==> src/rtl/frontend_redirect_arbiter.sv <==
// Picks a backend or predecode redirect, registers it for the FSQ, flushes and then stalls fetch for a drain window.
// Request to redirect_valid is 1 cycle; the redirect is held until fsq_ready, and backend requests may replace it at any time.
module frontend_redirect_arbiter #(
  parameter int VADDR_W      = 39,
  parameter int FSQ_IDX_W    = 4,
  parameter int FLUSH_CYCLES = 2,
  parameter int CNT_W        = 16
) (
  input  logic                 clk,
  input  logic                 rst,
  input  logic                 be_redirect_en,
  input  logic [VADDR_W-1:0]   be_redirect_pc,
  input  logic [FSQ_IDX_W-1:0] be_redirect_fsq_idx,
  input  logic                 pd_redirect_en,
  input  logic [VADDR_W-1:0]   pd_redirect_pc,
  input  logic [FSQ_IDX_W-1:0] pd_redirect_fsq_idx,
  input  logic                 ibuf_full,
  input  logic                 fsq_ready,
  output logic                 redirect_valid,
  output logic [VADDR_W-1:0]   redirect_pc,
  output logic [FSQ_IDX_W-1:0] redirect_fsq_idx,
  output logic                 redirect_src,
  output logic                 fe_flush,
  output logic                 fetch_stall,
  output logic [CNT_W-1:0]     be_cnt,
  output logic [CNT_W-1:0]     pd_cnt,
  output logic [CNT_W-1:0]     pd_drop_cnt
);

  typedef enum logic [1:0] {IDLE, HOLD, FLUSH} state_t;

  localparam logic [3:0] FLUSH_INIT = (FLUSH_CYCLES == 0) ? 4'd0 : 4'(FLUSH_CYCLES - 1);

  state_t     state;
  logic [3:0] flush_cnt;
  logic       pd_take;
  logic       pd_drop;
  logic       handshake;

  // Predecode redirects only count when nothing older is in flight; otherwise they come from squashed blocks.
  assign pd_take   = pd_redirect_en && (state == IDLE) && !be_redirect_en && !ibuf_full;
  assign pd_drop   = pd_redirect_en && !pd_take;
  assign handshake = redirect_valid && fsq_ready;

  always_ff @(posedge clk) begin
    if (rst) begin
      state            <= IDLE;
      flush_cnt        <= 4'd0;
      redirect_valid   <= 1'b0;
      redirect_pc      <= '0;
      redirect_fsq_idx <= '0;
      redirect_src     <= 1'b0;
      fe_flush         <= 1'b0;
      fetch_stall      <= 1'b0;
      be_cnt           <= '0;
      pd_cnt           <= '0;
      pd_drop_cnt      <= '0;
    end else begin
      fe_flush <= be_redirect_en || pd_take;

      if (be_redirect_en && be_cnt != '1)   be_cnt      <= be_cnt + 1'b1;
      if (pd_take && pd_cnt != '1)          pd_cnt      <= pd_cnt + 1'b1;
      if (pd_drop && pd_drop_cnt != '1)     pd_drop_cnt <= pd_drop_cnt + 1'b1;

      if (be_redirect_en || pd_take) begin
        redirect_valid   <= 1'b1;
        redirect_pc      <= be_redirect_en ? be_redirect_pc : pd_redirect_pc;
        redirect_fsq_idx <= be_redirect_en ? be_redirect_fsq_idx : pd_redirect_fsq_idx;
        redirect_src     <= !be_redirect_en;
        fetch_stall      <= 1'b1;
        state            <= HOLD;
      end else begin
        case (state)
          HOLD: begin
            if (handshake) begin
              redirect_valid <= 1'b0;
              if (FLUSH_CYCLES == 0) begin
                state       <= IDLE;
                fetch_stall <= 1'b0;
              end else begin
                state     <= FLUSH;
                flush_cnt <= FLUSH_INIT;
              end
            end
          end
          FLUSH: begin
            if (flush_cnt == 4'd0) begin
              state       <= IDLE;
              fetch_stall <= 1'b0;
            end else begin
              flush_cnt <= flush_cnt - 4'd1;
            end
          end
          default: ;
        endcase
      end
    end
  end

endmodule

==> config.mk <==
export PLATFORM = sky130hd
export DESIGN_NAME = frontend_redirect_arbiter
export DESIGN_NICKNAME = d
export VERILOG_FILES = /design/src/rtl/frontend_redirect_arbiter.sv
export SDC_FILE = /design/constraint.sdc
export NUM_CORES = 1
export LEC_CHECK = 0
export BUFFER_PORTS_ARGS = -buffer_cell sky130_fd_sc_hd__buf_2
export CAP_MARGIN = 20
export CORE_ASPECT_RATIO = 1.25
export CORE_MARGIN = 5
export CORE_UTILIZATION = 49
export DETAILED_ROUTE_END_ITERATION = 16
export PLACE_DENSITY = 0.8
export RECOVER_POWER = 100
export SYNTH_ARGS = -nofsm -noshare
export SYNTH_HDL_FRONTEND = slang
export SYNTH_SLANG_ARGS = --single-unit
==> constraint.sdc <==
create_clock -name clk -period 2.65 [get_ports clk]
set_clock_uncertainty 0.1 [all_clocks]
set_input_delay 0.53 -clock clk [delete_from_list [all_inputs] [get_ports clk]]
set_output_delay 0.53 -clock clk [all_outputs]
set_load 0.02 [all_outputs]
==> summary.md <==
| Metric | Value |
|---|---|
| Outcome | `finished, final reports clean` |
| Detailed Place HPWL | `10.6 mm` |
| FF-to-FF End | `pd_drop_cnt[9]` |
| CTS tree | `done` |
| Core Util, Final | `between 60% and 70%` |
| Die span in y | `around 120 um` |
| Crit path DAT | `2.39 ns` |
| Worst hold slack | `0.356 ns` |
| Synth Instances | `around 600` |
| Drt pass-1 iters | `7` |
| Post-synthesis sequential area ratio | `41.0%` |
| Antenna cells | `0` |
| RSZ-0062 raised after global routing | `false` |
| Critical Path Source Type | `register` |
| Setup Viol. Count Final | `0` |
| EDFF count, synth | `0` |
| # clock sinks | `101` |
| Via count | `5121` |
| Syn Nets | `~700` |
| Clk root buf | `clkbuf_16` |
| Largest net degree at the start of global routing | `88` |
| Min-delay worst type | `in2reg` |
| Required time worst endpoint | `2.78 ns` |
| PortBufs | `186` |
| Starting density of the core | `49.3%` |
| Maximum Capacitance Violations | `0` |
| WL per Instance | `between 15 and 20 um` |
| Post-cts sizing count | `0` |
| Least-Margin Pin Slew | `0.817 ns` |
| Slew headroom | `between 40 and 50%` |
| Mapped Area | `approximately 0.005 mm2` |
| DRC viols | `0` |
| Area grow syn2layout | `22.7%` |
| Post-route cell area | `0.00605 mm2` |
| Pins Over Slew Limit | `0` |
| Final wirelength | `14.4 mm` |
| P_leak | `0.00227 uW` |
| Post-synth top area share | `41.0%` |
| Worst reg-to-reg path cell count | `6` |
| Ranking of synthesized cells by area | `dfxtp_1, nand2_1, a311oi_1` |
| Final Cycle Share | `roughly 86%` |
| Final Critical Period | `~2.3 ns` |
| Netlist cell types | `52` |
| Initial antenna violation count | `0` |
| Non-filler cells, final | `896` |
| Fin Setup TNS | `0 ns` |
| H-Tree Depth | `3` |
| Worst-path clk slew | `0.06 ns` |
| Critical setup path kind | `reg2reg` |
| Most common cell after layout, fill and taps aside | `nand2_1` |
| R2R Setup Slk | `0.38 ns` |
| Num ports | `roughly 190` |
| Synthesized flop and latch total | `101` |
| Remaining Overflow, GRT | `0` |
| Post-synth top area cell | `dfxtp_1` |
| Peak supply drop | `0.000299 V` |
| Critical Path Start | `pd_drop_cnt[0]` |
| Placed Cells | `just under 900` |
| Setup crit end kind | `register` |
| Hold-fix buffers, CTS | `0` |
| Total Nets Final | `861` |
| Critical Path Fanout Max | `14` |
| Routed Antenna Nets | `0` |
| Vias in the first global route | `roughly 4900` |
| Max Fclk | `441 MHz` |
| Gpl congestion | `0.841` |
| Vias/cell | `approximately 5.7` |
| Area after DPL | `roughly 0.006 mm2` |
| Yosys warns | `0` |
| Row cnt | `roughly 40` |
| Ratio of cells with drive above 1 in the final layout | `between 10% and 20%` |
| First-pass GRT wire length | `22.6 mm` |
| Filler cell count | `roughly 900` |
| RR Startpoint | `pd_drop_cnt[0]` |
| Deepest clock path buffer count | `2` |
| Most used DFF post-synth | `dfxtp_1` |
| PD cells | `544 mW/mm2` |
| Most frequent cells in the layout | `nand2_1, dfxtp_1, clkbuf_1` |
| Hold Fails Final Rpt | `0` |
| Initial DRC count | `215` |
| Post-synth ARST share | `0%` |
| Die width | `99.8 um` |
| CTS Buf Count | `9` |
| GRT Total Usage | `22.4%` |
| Core area | `0.0100 mm2` |
| Worst skew pair latency | `around 0.34 ns` |
| Die Area | `0.0122 mm2` |
| Post-Syn Area per Cell | `8.25 um2` |
| Post-CTS Setup Bufs | `0` |
| CP Capture Point | `pd_drop_cnt[9]` |
worst min-delay path by stage:
stage	to	slack, ns	start	cells past startpoint
finish	redirect_pc[29]	0.36	pd_redirect_pc[29]	3
CTS	redirect_pc[19]	0.34	pd_redirect_pc[19]	3
floorplan	flush_cnt[3]	0.37	flush_cnt[3]	2
global route	redirect_pc[19]	0.35	pd_redirect_pc[19]	3
detailed placement	redirect_pc[15]	0.37	redirect_pc[15]	2
global placement	redirect_pc[26]	0.37	redirect_pc[26]	2
routing by layer:
| metal | GRT usage (%) | wire, um | share of wire, % |
|---|---|---|---|
| met2 | 38.0 | 6910 | 48 |
| met5 | 0 | 0 | 0 |
| met4 | 10.2 | 425 | 3.0 |
| met3 | 5.06 | 1200 | 8.3 |
| met1 | 27.0 | 5830 | 41 |
per-stage QoR:
stage | worst slack, ns | power [uW]
finish | 0.383 | 3300
global route | 0.232 | 3430
CTS | 0.563 | 3350
detailed placement | 0.403 | 2070
global placement | 0.456 | 2060
floorplan | 0.526 | 1890
kinds of logic after synthesis:
kind of cell               count (synthesis)  share of synthesized area [%]
muxes                                     24                           5.40
DFF                                      101                           41.0
adders and majority gates                  5                           1.27
and+or+nand+nor                          290                           28.4
buffers and inverters                     53                           4.92
AOI/OAI and AO/OA                        125                           19.0
critical path: stages (launching register included):
cell and delay (ns):
dfxtp_1 0.41, ha_1 0.28, nand4_1 0.16, nor3_1 0.22, clkbuf_1 0.46, nand4b_1 0.20, mux2_2 0.33
flip-flops by register name (all words and copies together) (netlist names):
name              flops
be_cnt               16
fe_flush              1
fetch_stall           1
flush_cnt             4
pd_cnt               16
pd_drop_cnt          16
redirect_fsq_idx      4
redirect_pc          39
redirect_src          1
redirect_valid        1
state                 2
synthesized netlist by cell type, types with 3 or more instances:
cell type,count
a211oi_1,6
a21oi_1,27
a311oi_1,44
a31oi_1,7
and3_1,5
and4_1,4
buf_1,5
buf_2,5
buf_4,6
clkbuf_1,23
dfxtp_1,101
ha_1,5
inv_1,12
mux2_2,21
mux2i_1,3
nand2_1,111
nand3_1,14
nand4_1,13
nor2_1,75
nor2b_1,20
nor3_1,10
nor4_1,6
o211ai_1,3
o21ai_0,11
o311ai_0,4
o31ai_1,7
o41ai_1,3
or3_1,7
or4_1,9
final cells by class:
cell class	instances	area, um2	share of cell area (%)
tap	129	161	2.67
clock buffer	12	246	4.07
inverter	12	45.0	0.744
clock inverter	2	35.0	0.579
sequential	101	2020	33.4
multi-input combinational	444	2640	43.6
timing repair buffer	196	906	15.0
report_power, final:
part           switching [uW]  internal, uW  leakage, uW
combinational             255           143      0.00131
clock                     529           747     0.000139
sequential               42.6          1580     0.000827
Note: power is estimated with default switching activity, not from simulation.
